===== src/rtl/tff_drv_pkg.sv =====
// Shared types and default timing for the TFF toggle driver chain.
// Counter widths are fixed here so the debounce and FSM stages agree.
package tff_drv_pkg;

    localparam int DB_W      = 16;
    localparam int TC_W      = 24;
    localparam int DEF_CNT_W = 8;

    localparam logic [DB_W-1:0] DEF_DEBOUNCE_CYCLES = 16'd50000;
    localparam logic [TC_W-1:0] DEF_HOLD_CYCLES     = 24'd5000000;
    localparam logic [TC_W-1:0] DEF_REPEAT_CYCLES   = 24'd2500000;

    typedef enum logic [1:0] {
        IDLE   = 2'd0,
        ARMED  = 2'd1,
        REPEAT = 2'd2
    } drv_state_e;

endpackage


===== src/rtl/debounce_sync.sv =====
// Two-flop synchronizer followed by a consecutive-cycle debounce filter.
// Latency: level flips DEBOUNCE_CYCLES+1 edges after a stable input change; no backpressure.
module debounce_sync
    import tff_drv_pkg::*;
#(
    parameter logic [DB_W-1:0] DEBOUNCE_CYCLES = DEF_DEBOUNCE_CYCLES
) (
    input  logic CLK,
    input  logic RST,
    input  logic BTN_IN,
    output logic BTN_LEVEL
);

    localparam logic [DB_W-1:0] DB_LAST = DEBOUNCE_CYCLES - 16'd1;

    logic            s1_q;
    logic            s2_q;
    logic            level_q;
    logic            level_d;
    logic [DB_W-1:0] cnt_q;
    logic [DB_W-1:0] cnt_d;

    // Any return of s2 to the current level restarts the count from zero.
    always_comb begin
        level_d = level_q;
        cnt_d   = cnt_q;
        if (s2_q == level_q) begin
            cnt_d = '0;
        end else if (cnt_q == DB_LAST) begin
            level_d = s2_q;
            cnt_d   = '0;
        end else begin
            cnt_d = cnt_q + DB_W'(1);
        end
    end

    always_ff @(posedge CLK) begin
        if (RST) begin
            s1_q    <= 1'b0;
            s2_q    <= 1'b0;
            level_q <= 1'b0;
            cnt_q   <= '0;
        end else begin
            s1_q    <= BTN_IN;
            s2_q    <= s1_q;
            level_q <= level_d;
            cnt_q   <= cnt_d;
        end
    end

    assign BTN_LEVEL = level_q;

endmodule


===== src/rtl/tff_toggle_driver.sv =====
// Turns a raw button into a single-cycle T strobe (press, then optional auto-repeat) with a pulse counter.
// Latency: T_PULSE high in the cycle after edge DEBOUNCE_CYCLES+2; no backpressure, strobe is fire-and-forget.
module tff_toggle_driver
    import tff_drv_pkg::*;
#(
    parameter logic [DB_W-1:0] DEBOUNCE_CYCLES = DEF_DEBOUNCE_CYCLES,
    parameter logic [TC_W-1:0] HOLD_CYCLES     = DEF_HOLD_CYCLES,
    parameter logic [TC_W-1:0] REPEAT_CYCLES   = DEF_REPEAT_CYCLES,
    parameter int              CNT_W           = DEF_CNT_W
) (
    input  logic             CLK,
    input  logic             RST,
    input  logic             BTN_IN,
    input  logic             REPEAT_EN,
    output logic             T_PULSE,
    output logic             BTN_LEVEL,
    output logic [CNT_W-1:0] PULSE_CNT
);

    localparam logic [TC_W-1:0] HOLD_LAST = HOLD_CYCLES - 24'd1;
    localparam logic [TC_W-1:0] REP_LAST  = REPEAT_CYCLES - 24'd1;

    logic             btn_level;
    drv_state_e       state_q;
    drv_state_e       state_d;
    logic [TC_W-1:0]  tc_q;
    logic [TC_W-1:0]  tc_d;
    logic             pulse_q;
    logic             pulse_d;
    logic [CNT_W-1:0] cnt_q;
    logic [CNT_W-1:0] cnt_d;

    debounce_sync #(
        .DEBOUNCE_CYCLES (DEBOUNCE_CYCLES)
    ) u_debounce (
        .CLK       (CLK),
        .RST       (RST),
        .BTN_IN    (BTN_IN),
        .BTN_LEVEL (btn_level)
    );

    // Release is tested before any expiry so a coincident release never pulses.
    always_comb begin
        state_d = state_q;
        tc_d    = tc_q;
        pulse_d = 1'b0;
        case (state_q)
            IDLE: begin
                if (btn_level) begin
                    state_d = ARMED;
                    tc_d    = '0;
                    pulse_d = 1'b1;
                end
            end
            ARMED: begin
                if (!btn_level) begin
                    state_d = IDLE;
                    tc_d    = '0;
                end else if (tc_q == HOLD_LAST) begin
                    if (REPEAT_EN) begin
                        state_d = REPEAT;
                        tc_d    = '0;
                        pulse_d = 1'b1;
                    end
                end else begin
                    tc_d = tc_q + TC_W'(1);
                end
            end
            REPEAT: begin
                if (!btn_level || !REPEAT_EN) begin
                    state_d = btn_level ? ARMED : IDLE;
                    tc_d    = '0;
                end else if (tc_q == REP_LAST) begin
                    pulse_d = 1'b1;
                    tc_d    = '0;
                end else begin
                    tc_d = tc_q + TC_W'(1);
                end
            end
            default: begin
                state_d = IDLE;
                tc_d    = '0;
            end
        endcase
    end

    always_comb begin
        cnt_d = cnt_q;
        if (pulse_d) begin
            cnt_d = cnt_q + CNT_W'(1);
        end
    end

    always_ff @(posedge CLK) begin
        if (RST) begin
            state_q <= IDLE;
            tc_q    <= '0;
            pulse_q <= 1'b0;
            cnt_q   <= '0;
        end else begin
            state_q <= state_d;
            tc_q    <= tc_d;
            pulse_q <= pulse_d;
            cnt_q   <= cnt_d;
        end
    end

    assign T_PULSE   = pulse_q;
    assign BTN_LEVEL = btn_level;
    assign PULSE_CNT = cnt_q;

endmodule


===== config.mk =====
export PLATFORM = sky130hd
export DESIGN_NAME = tff_toggle_driver
export DESIGN_NICKNAME = d
export VERILOG_FILES = /design/src/rtl/tff_drv_pkg.sv /design/src/rtl/debounce_sync.sv /design/src/rtl/tff_toggle_driver.sv
export SDC_FILE = /design/constraint.sdc
export NUM_CORES = 1
export LEC_CHECK = 0
export BUFFER_PORTS_ARGS = -buffer_cell sky130_fd_sc_hd__buf_2
export CAP_MARGIN = 15
export CORE_MARGIN = 1.5
export CORE_UTILIZATION = 55
export DETAILED_ROUTE_END_ITERATION = 10
export PLACE_DENSITY = 0.73
export SYNTH_ARGS = -nofsm -noshare
export SYNTH_HDL_FRONTEND = slang
export SYNTH_SLANG_ARGS = --single-unit

===== constraint.sdc =====
create_clock -name CLK -period 6.3 [get_ports CLK]
set_clock_uncertainty 0.2 [all_clocks]
set_input_delay 1.26 -clock CLK [delete_from_list [all_inputs] [get_ports CLK]]
set_output_delay 1.26 -clock CLK [all_outputs]
set_load 0.005 [all_outputs]

Word-level counts from Yosys, hierarchy flattened

Index checks and enable logic that the tools add are counted.

Add/subtract/negate cells: 3
Eq/ne operators: 11
Multiplexer cells: 21
Bitwise logic cells: 1
Reduce and logical (&&, ||, !) cells: 8

Operators with widths:

| cell                  | count |
|---|---|
| $mux 24               | 6 |
| $pmux 24 s3           | 1 |
| $add 24x1->24 const B | 1 |
| $eq 24x22->1 const B  | 1 |
| $eq 24x23->1 const B  | 1 |
| $add 16x1->16 const B | 1 |
| $eq 16x16->1 const B  | 1 |
| $mux 2                | 5 |
| $add 8x1->8 const B   | 1 |
| $mux 1                | 7 |
| $ne 3x3->1 const B    | 2 |
| $pmux 2 s3            | 1 |
| $ne 4x4->1 const B    | 1 |
| $reduce_and 2->1      | 2 |
| $reduce_and 4->1      | 1 |
| $pmux 1 s3            | 1 |
| $reduce_or 3->1       | 1 |
| $eq 2x1->1 const B    | 1 |
| $eq 2x2->1 const B    | 1 |
| $logic_not 1->1       | 2 |
| $logic_not 2->1       | 1 |
| $ne 2x1->1 const B    | 1 |
| $ne 2x2->1 const B    | 1 |
| $eq 1x1->1            | 1 |
| 2 further kinds       | 2 |

Flip-flop bits (word level): 54
Input port bits: 4
Output and inout port bits: 10
Logic and storage cells: 52

Longest topological paths before layout

Gate-level depths: netlist of the first run.

Depth after elaboration: 4
Depth in mapped cells: 9
Gate-level depth less buffers: 8

Cells and area by module

A second synthesis of the first run with hierarchy kept.

Cell total of the unflattened synthesis: 345
Area total of the unflattened synthesis: 2927.8 sq um

Modules (own cells, without submodules):

| module            | times used | cells each | area an instance (sq um) | sequential area each (sq um) |
|---|---|---|---|---|
| tff_toggle_driver | 1          | 258        | 2080.7                   | 700.7 |
| debounce_sync     | 1          | 87         | 847.1                    | 380.4 |

Worst setup path after synthesis of the first run

No wires, ideal clock.

Kind: input to register
From: input REPEAT_EN
To: register cnt_q[1], in the netlist PULSE_CNT[1]
Setup time: 0.128 ns
Data arrival time: 2.430 ns
Data required time: 5.972 ns
Setup slack: 3.543 ns
Stages: 7
Buffers on the path: 1
Cell sequence: and3_1 and2_1 a32oi_1 a21o_1 clkbuf_1 mux2i_1 nor2_1

Word-level cells in the longest chain between the ends: 4
Elaborated cells on any way between the ends: 7
Those cells by class: mux: 5; reduce/logical: 2

Ends and longest elaborated chain:

| element                                           | line                                             | RTL |
|---|---|---|
| start: declaration                                | tff_toggle_driver.sv:14                          | `input logic REPEAT_EN,` |
| $mux 1 / $logic_not 1->1 (equally long branches)  | tff_toggle_driver.sv:60, tff_toggle_driver.sv:70 |  |
| $mux 1 / $logic_or 1x1->1 (equally long branches) | tff_toggle_driver.sv:59, tff_toggle_driver.sv:70 |  |
| $mux 1, on equally long branches                  | tff_toggle_driver.sv:56, tff_toggle_driver.sv:70 |  |
| $pmux 1 s3 (*)                                    | tff_toggle_driver.sv:47                          | `case (state_q)` |
| end signal: assignment                            | tff_toggle_driver.sv:104                         | `cnt_q <= cnt_d;` |
| end: declaration                                  | tff_toggle_driver.sv:30                          | `logic [CNT_W-1:0] cnt_q;` |

Every way passes the cells marked *; elsewhere a longest branch is shown, timed or not.
A chain may end at the register's enable or synchronous reset.

Worst setup path after layout of the first run

From: input REPEAT_EN
To: register tc_q[17]

Word-level cells in the longest chain between the ends: 4
Elaborated cells on any way between the ends: 6
Those cells by class: eq/ne: 1; mux: 2; reduce/logical: 3

Ends and longest elaborated chain:

| element                | line                     | RTL |
|---|---|---|
| $logic_not 1->1        | tff_toggle_driver.sv:70  | `if (!btn_level \|\| !REPEAT_EN) begin` |
| $logic_or 1x1->1       | tff_toggle_driver.sv:70  |  |
| $mux 24                | tff_toggle_driver.sv:70  |  |
| $pmux 24 s3            | tff_toggle_driver.sv:47  |  |
| end signal: assignment | tff_toggle_driver.sv:102 | `tc_q <= tc_d;` |
| end: declaration       | tff_toggle_driver.sv:26  | `logic [TC_W-1:0] tc_q;` |

Several ways; a longest one is shown, not always the timed one.

==> results of run 1 <==
-- synthesized netlist by cell type, types with 2 or more instances --
| cell | count | share of area, % |
|---|---|---|
| and2_1 | 3 | 0.69 |
| nor2_1 | 33 | 4.6 |
| o211ai_1 | 2 | 0.55 |
| o21ai_0 | 8 | 1.5 |
| o21a_1 | 2 | 0.55 |
| nor4_1 | 3 | 0.69 |
| or2_2 | 2 | 0.46 |
| nand2_1 | 27 | 3.7 |
| and3_1 | 15 | 3.5 |
| buf_2 | 3 | 0.55 |
| or4_1 | 2 | 0.55 |
| a22o_1 | 5 | 1.6 |
| xor2_1 | 11 | 3.5 |
| and4_1 | 3 | 0.97 |
| dfxtp_1 | 54 | 40 |
| nor3_1 | 9 | 1.7 |
| a31oi_1 | 16 | 3.7 |
| nand2b_1 | 5 | 1.2 |
| o31ai_1 | 3 | 0.83 |
| ha_1 | 7 | 3.2 |
| a21oi_1 | 18 | 3.3 |
| xnor2_1 | 10 | 3.2 |
| inv_1 | 7 | 0.97 |
| nand3_1 | 34 | 6.3 |
| mux2i_1 | 3 | 1.1 |
| clkbuf_1 | 11 | 1.5 |
| or3_1 | 6 | 1.4 |
| nor2b_1 | 4 | 0.92 |
| nand4_1 | 3 | 0.69 |
-- sequential cells by signal (all words and copies together) (netlist names) --
| signal | cells |
|---|---|
| state_q | 2 |
| tc_q | 24 |
| u_debounce.BTN_LEVEL | 1 |
| T_PULSE | 1 |
| PULSE_CNT | 8 |
| u_debounce.s2_q | 1 |
| u_debounce.s1_q | 1 |
| u_debounce.cnt_q | 16 |
-- logic make-up (layout without fill, tap and decap cells) --
family                     after synthesis  count (layout)
and+or+nand+nor                        160             160
AOI/OAI and AO/OA                       62              62
DFF                                     54              54
xor gates and xnor gates                21              21
buffers and inverters                   21              28
adders and majority gates                7               7
muxes                                    3               3
-- through the flow --
step / instances / hold WS, ps / setup slack [ps] / util (%) / area (um^2)
6_report: 402 / 251 / 3220 / 61.7 / 2920
5_1_grt: 402 / 263 / 3030 / 61.7 / 2920
4_1_cts: 402 / 257 / 3240 / 61.7 / 2920
3_5_place_dp: 394 / 234 / 2910 / 59.4 / 2810
3_3_place_gp: 394 / 219 / 2970 / 59.4 / 2810
2_1_floorplan: 328 / 213 / 3540 / - / 2710
-- metal layers --
metal / vias to the layer above / global-route usage [%]
met3: 7 / 4.97
met2: 38 / 36.2
li1: 1193 / -
met4: 0 / 7.76
met5: - / 0
met1: 1083 / 27.3
-- final cells by class --
| type | instances | area, um^2 | share of cell area, % |
|---|---|---|---|
| timing repair buffer | 13 | 65.1 | 2.23 |
| multi-input combinational | 253 | 1550 | 53.2 |
| tap | 67 | 83.8 | 2.87 |
| clock inverter | 2 | 37.5 | 1.29 |
| sequential | 54 | 1080 | 37.1 |
| inverter | 7 | 26.3 | 0.901 |
| clock buffer | 6 | 72.6 | 2.49 |
-- worst register-to-register path, cell delays in order (launching register included) --
cell	delay [ps]
dfxtp_1	360
ha_1	260
and4_1	300
and4_1	210
a31oi_1	210
o211a_1	880
or3b_2	510
nand3_1	80
-- worst paths after layout --
check	from	to	slack, ps	cells past startpoint
worst max register to register	tc_q[0]$_SDFFE_PP0P_	tc_q[17]$_SDFFE_PP0P_	3220	7
worst min register to register	u_debounce.s1_q$_SDFF_PP0_	u_debounce.s2_q$_SDFF_PP0_	250	1
worst min-delay path	u_debounce.s1_q$_SDFF_PP0_	u_debounce.s2_q$_SDFF_PP0_	250	1
worst max-delay path	REPEAT_EN	tc_q[17]$_SDFFE_PP0P_	3220	6
-- power groups by stage --
stage | registers (mW) | logic, mW | clock network (mW)
floorplan | 0.352 | 0.0207 | 0
CTS | 0.344 | 0.0275 | 0.236
finish | 0.344 | 0.0275 | 0.231
global placement | 0.352 | 0.0266 | 0
global route | 0.345 | 0.0303 | 0.252
detailed placement | 0.352 | 0.0275 | 0
-- placed cells by master (no fill, tap or decap), types with 2 or more instances in the layout --
cell,Yosys,routed
or4_1,2,2
inv_1,7,7
nand4_1,3,3
mux2i_1,3,3
and2_1,3,3
a22o_1,5,5
nor2b_1,4,4
ha_1,7,7
o21a_1,2,2
a31oi_1,16,16
nand2b_1,5,5
or2_2,2,2
a21oi_1,18,18
nor4_1,3,3
dfxtp_1,54,54
nor2_1,33,33
nand2_1,27,27
xor2_1,11,11
o211ai_1,2,2
or3_1,6,6
and3_1,15,15
nor3_1,9,9
o31ai_1,3,3
clkbuf_8,0,5
nand3_1,34,34
and4_1,3,3
buf_2,3,13
o21ai_0,8,8
xnor2_1,10,10
==> run summary, run 1 <==
The die is 73.2 um wide. The clock buffer count from CTS came out at 5. Signal routing reaches up to met4.

The number of buffers and inverters on the critical path is 1. The min-delay analysis places its worst path in the category reg2reg. The timing-limited maximum frequency came out at 324 MHz.

The power share of the sequential group is 57.1%. The signal on the critical path passes through buf_2 -> nand3_1 -> a31oi_1 -> o211a_1 -> or3b_2 -> nand3_1. At the pin with the least slew margin, the transition time is 1070 ps.

STA classifies the critical path endpoint as a register. The number of buffers added for setup after CTS is 0. The minimum period implied by the final worst setup slack came out at 3080 ps. The reported leakage power is 1.06 nW. The total die area is 0.00536 mm^2.

The area of the core came out at 0.00472 mm^2. For this run, the slowest stage of the critical path takes 880 ps. The count of buffers inserted at the top-level ports came out at 13. The insertion delay to the later sink of the worst-skew pair is 310 ps. The cell area power density is 207 mW/mm^2. The global placer's final weighted congestion came out at 0.884. The worst slew margin relative to its limit came out at 28.5%.

Wire segments on met2 add up to 2.55 mm in the final route. The wire length of the first global-routing pass is 9.11 mm. The share of synthesized area occupied by flip-flops and latches is 39.8%. Per report_power, the combinational group accounts for 4.6% of the total. The floorplan row count is 25.

After clock tree synthesis, the clock-pin slew on the worst setup and hold paths is 100 ps. The worst supply voltage drop on vdd came out at 99.5 uV. The final number of hold-violating endpoints is 0. The internal power is 0.470 mW. The simple logic cell fraction of the synthesized area came out at 31.4%. The kind of cell with the highest combined delay along the critical path is compound AO/OA/AOI/OAI gates.

The cell count after synthesis came out at 328. The number of synthesized register bits is 54. For this run, the leading register cell type out of synthesis is dfxtp_1. The final count of pins violating max slew is 0. The xor and xnor fraction of the mapped netlist area is 6.78%. The portion of synthesized area spent on multiplexers is 1.11%.

The met1 wire length is 2.60 mm. The critical path's most frequent cell is nand3_1. The post-cts hold buffer count came out at 0. The detailed-route DRC error count is 0. For this run, asynchronously set or reset flops after synthesis account for 0%. For this run, the total global-route usage over all layers was measured as 21.7%. TritonCTS built the clock tree. The maximum number of pins on one net before global-route repair is 40. STA classifies the critical path startpoint as an input pin.

The count of inserted antenna diode cells came out at 0. Summed over all nets, wire length on met3 after detailed routing comes to 156 um. The count of TritonRoute iterations in the first routing pass is 4.

The total power is 0.603 mW. The post-detailed-route via-to-cell ratio came out at 5.77. The routed layout has 2321 vias. The required time at the worst-slack endpoint came out at 6350 ps. The post-synthesis instance area came out at 0.00271 mm^2. The yosys synthesis warning count came out at 0. Among all stages on the critical path, the largest delay is contributed by o211a_1.

At the worst endpoint, the arrival time is 3130 ps. The vertical extent of the die came out at 73.2 um. In this run, the number of DRC markers left after iteration 0 of detailed routing was 85. The setup path with the least slack is of type in2reg. Fill cells in the final layout number 417. Each instance of the synthesized netlist takes up on average 8.27 um^2. After detailed routing, the average wire length per cell comes to 13.4 um. Compared with the post-synthesis result, the final layout area differs by 7.47%. After detailed routing, the total wire length is 5.39 mm.

The overflow left after global routing came out at 0. The maximum number of buffers from clock root to sink is 2. The initial cell density of the core came out at 57.5%.

The flow ran to the end, and the final reports show no timing, DRC or antenna violations. The count of nets left with antenna violations once routing finished came out at 0. Of the available clock period, the critical path in the final layout requires 48.9%.

The critical-path maximum fanout came out at 39. The net count of the finished layout came out at 345. Setup repair after global routing left no endpoint under its margin. The post-synthesis compound-gate area fraction came out at 14.7%. The clock sink count is 54. The share of final-layout standard cells stronger than drive strength 1 is 7.76%.

Max-cap violations in this run came to 0. The number of gates resized after CTS was 0. The setup violation total in the final timing report came out at 0. The number of nets handed over by synthesis was 339. The distinct cell type count after synthesis came out at 48. The I/O pin total came out at 14. The accumulated negative setup slack is 0 ps. The H-tree depth reported by CTS came out at 2.

Of the total power, the clock network draws 38.4%. The switching fraction of total power is 22.1%. The number of global-route vias before repair came out at 2037.

The final HPWL from detailed placement is 3.72 mm. The synthesized-area fraction occupied by adder cells came out at 3.23%. The largest family of logic cells by synthesized area is simple AND/OR/NAND/NOR gates.

The initial antenna violation count came out at 0. The cell sitting at the root of the clock tree is a clkbuf_8. The number of synthesized flops with an enable pin is 0.

For this design the total switching power over the nets is 0.133 mW.
No activity file was read; power rests on OpenSTA's default activity.
==> run 2: changes to the inputs <==
ABC_AREA = 1   (was unset)
PLACE_DENSITY = 0.72   (was 0.73)
clock period = 3 ns   (was 6.3 ns; I/O delays follow)
==> run 2 against run 1 <==
Against the previous run:
- routed wire length up 15%
- count of clock-buffer cells in the layout down 1
- via count up 18%
- design area up 12%
- core utilization down 1.5 points
- critical path depth up 5
- clock power up 110%
- critical path type is now reg2reg
- largest power group unchanged
==> run summary, run 2 <==
The number of buffers added for setup after CTS came to 0 (unchanged). The maximum number of pins on one net before global-route repair came out at 30 (-25%). The required time at the worst-slack endpoint came out at 3050 ps (-3300 ps).

The routed length per placed instance is 11.4 um (-15%). TritonCTS built the clock tree. The cell count after synthesis is 460 (+40%).

The H-tree depth reported by CTS was 2 (unchanged). Tracing the worst setup path back leads to its startpoint at tc_q[0]$_SDFFE_PP0P_. The overflow left after global routing came out at 0 (unchanged). The critical path capture point type is a register.

The setup slack of the most critical reg-to-reg path came out at 580 ps (-2640 ps). The critical path is of the reg2reg type. The I/O pin total is 14 (unchanged).

The async set-reset flop share out of synthesis is 0% (unchanged). The startpoint of the lowest-slack register-to-register path is tc_q[0]$_SDFFE_PP0P_. The share of synthesized area occupied by flip-flops and latches is 35.2% (-4.6 points). The arrival time at the worst endpoint is 2470 ps (-660 ps).

The worst supply voltage drop on vdd came out at 355 uV (+260%). The root buffer cell chosen for the clock tree is clkbuf_8. The total die area is 0.00604 mm^2 (+13%). The insertion delay to the later sink of the worst-skew pair is 310 ps (about the same). The layout filler cell count came to 568 (+36%). The via count came out at 2736 (+18%). The distinct cell type count after synthesis is 36 (-25%).

The post-synthesis instance area came out at 0.00307 mm^2 (+13%). The accumulated negative setup slack came to 0 ps (unchanged). The floorplan die width came out at 77.7 um (+6.1%). The path with the worst hold slack has its endpoint at u_debounce.s2_q$_SDFF_PP0_.

The detailed-route DRC error count was 0 (unchanged). The min-delay analysis places its worst path in the category reg2reg. The worst slew margin relative to its limit is 58.9% (+30 points). Setup repair after global routing left no endpoint under its margin. The global placer's final weighted congestion came out at 0.945 (+6.9%). The count of non-filler cells in the finished layout is 544 (+35%). The initial DRC count is 136 (+60%). The maximum number of buffers from clock root to sink is 2 (unchanged). The final HPWL from detailed placement is 4.70 mm (+26%). The share of final-layout standard cells stronger than drive strength 1 came to 9.32% (+1.6 points). The post-placement setup slack came to 582 ps (-2330 ps). The initial cell density of the core is 56.5% (-0.98 points). The net count after synthesis is 471 (+39%). The post-detailed-route via-to-cell ratio is 5.03 (-13%). The clock sink count is 54 (unchanged). In this run the most critical hold path is launched from u_debounce.s1_q$_SDFF_PP0_. The post-cts resize count was 0 (unchanged).

The reported leakage power came out at 1.27 nW (+20%). The actual slew at the worst max-slew pin is 614 ps (-459 ps). STA classifies the critical path startpoint as a register. dfxtp_1 takes more of the synthesized area than any other cell. The share of the synthesized area in the top cell type was 35.2% (-4.6 points). The number of global-route vias before repair was 2452 (+20%). The vertical extent of the die is 77.7 um (+6.1%). The final number of hold-violating endpoints is 0 (unchanged). The yosys synthesis warning count came out at 0 (unchanged). The number of synthesized register bits is 54 (unchanged). The depth of the worst register-to-register path is 11 (+4). The average instance area after synthesis is 6.68 um^2 (-19%). The endpoint identified for the worst register-to-register timing path is tc_q[0]$_SDFFE_PP0P_. The flow ran to the end, and the final reports show no timing, DRC or antenna violations. The count of buffers inserted at the top-level ports came out at 13 (unchanged). Yosys attributes the largest share of cell area to dfxtp_1 (35%), nand2_1 (13%), nor2_1 (8.9%). The area of the core is 0.00544 mm^2 (+15%). The area growth from synthesis to layout came out at 6.68%. The worst hold slack is 215 ps (-36.1 ps). The most flop-heavy register is tc_q. The flip-flop count of the largest register after layout came to 24 (unchanged). The post-cts hold buffer count came out at 0 (unchanged). The minimum period implied by the final worst setup slack is 2420 ps.

The initial antenna violation count is 0 (unchanged). The number of synthesized flops with an enable pin is 0 (unchanged). Yosys instantiated no cell more often than nand2_1. Sorting the synthesized cells by how often they occur yields nand2_1 (104), nor2_1 (73), inv_1 (56), dfxtp_1 (54), nand3_1 (41). The instance count after placement with tap cells included came out at 537 (+36%). The wire length of the first global-routing pass is 10.7 mm (+18%). The cell area power density came out at 525 mW/mm^2 (+150%). The count of TritonRoute iterations in the first routing pass came out at 4 (unchanged). Based on the critical path, the design can be clocked at up to 413 MHz. The total of max-cap violations is 0 (unchanged). The final setup slack of the worst path came out at 580 ps (-2640 ps).

The most used flip-flop cell after synthesis is dfxtp_1. The floorplan row count is 27 (+8.0%). The clock buffer count from CTS is 5 (unchanged).

Of the available clock period, the critical path in the final layout requires 80.7%. The critical-path maximum fanout came out at 29 (-26%). The area of all sequential standard cells came out at 0.00108 mm^2 (unchanged). The final count of pins violating max slew came out at 0 (unchanged).

The clock transition time at the flip-flop clock pins of the worst setup and hold paths is 100 ps (about the same). The area of the multi-input gates is 0.00168 mm^2 (+8.5%). The instance count along the most critical hold path is 2 (+1).

The library cell used most frequently in the layout, excluding fill and tap cells, is nand2_1. In the layout the commonest cells are nand2_1 (104), nor2_1 (73), inv_1 (56). The remaining antenna violation count after routing was 0 (unchanged). The total wirelength of the detailed-routed design came out at 6.21 mm (+15%). The setup violation total in the final timing report is 0 (unchanged). The net count of the finished layout is 483 (+40%).

The count of inserted antenna diode cells is 0 (unchanged). The global router's overall resource usage came out at 21.9% (+0.26 points).
run 2: cell types whose count changed after synthesis, sizes merged, moves of 9 or more:
cell / delta
nand3: +11
nand4: +10
a31oi: -16
nor2: +44
and3: -14
nand2: +83
inv: +52
xnor2: -9
clkbuf: -10
run 2: worst max path at each step:
| stage | end | slack (ps) | cells past startpoint |
|---|---|---|---|
| after global routing | tc_q[10]$_SDFFE_PP0P_ | 310 | 11 |
| after CTS | tc_q[0]$_SDFFE_PP0P_ | 550 | 11 |
| after global placement | tc_q[0]$_SDFFE_PP0P_ | 660 | 11 |
| after detailed placement | tc_q[0]$_SDFFE_PP0P_ | 580 | 11 |
| final | tc_q[0]$_SDFFE_PP0P_ | 580 | 11 |
| after floorplan | tc_q[11]$_SDFFE_PP0P_ | 1120 | 14 |
run 2: area by class of cell:
class / count / area share [%]
multi-input cells: 332 / 51.3
repair buffers: 14 / 2.21
inverters: 65 / 7.45
flip-flops and latches: 54 / 33.0
clock buffers: 5 / 2.10
clock inverters: 2 / 1.18
well taps: 72 / 2.75
run 2: layer usage:
metal  up-vias  GRT usage [%]  wire (um)
li1       1481              -          -
met1      1207           30.0       3090
met2        39           35.0       2760
met3         9           4.00        272
met4         0           6.73         90
met5         -              0          0
run 2: through the flow:
stage                     instance area, um^2  utilization [%]  power [mW]
after floorplan                          3070                -        1.24
after global placement                   3170             58.3        1.24
after detailed placement                 3170             58.3        1.25
after CTS                                3280             60.2        1.74
after global routing                     3280             60.2        1.81
final                                    3280             60.2        1.72
run 2: critical path: stages, from the launching register on:
cell and delay, ps:
dfxtp_1 380, ha_1 200, nand2_1 90, nor2_2 120
inv_2 60, nor2_4 130, nand3_4 100, nand2_2 70
nand2_2 330, nand2_4 290, nand2_2 200, a21oi_1 170
run 2: kinds of logic (layout without fill, tap and decap cells):
logic type               count (synthesis)  count (layout)  share of synthesized area, %
AND/OR/NAND/NOR                        273             273                          40.7
buffers and inverters                   74              86                          10.1
flip-flops                              54              54                          35.2
AO/OA/AOI/OAI                           34              34                          6.11
XOR/XNOR                                18              18                          5.13
adder cells (fa/ha/maj)                  7               7                          2.85
run 2: report_power, final:
group	internal [mW]	leakage, nW	switching [mW]
clock	0.246	0.0542	0.243
combinational	0.122	0.780	0.356
sequential	0.737	0.436	0.0158
total	1.10	1.27	0.614
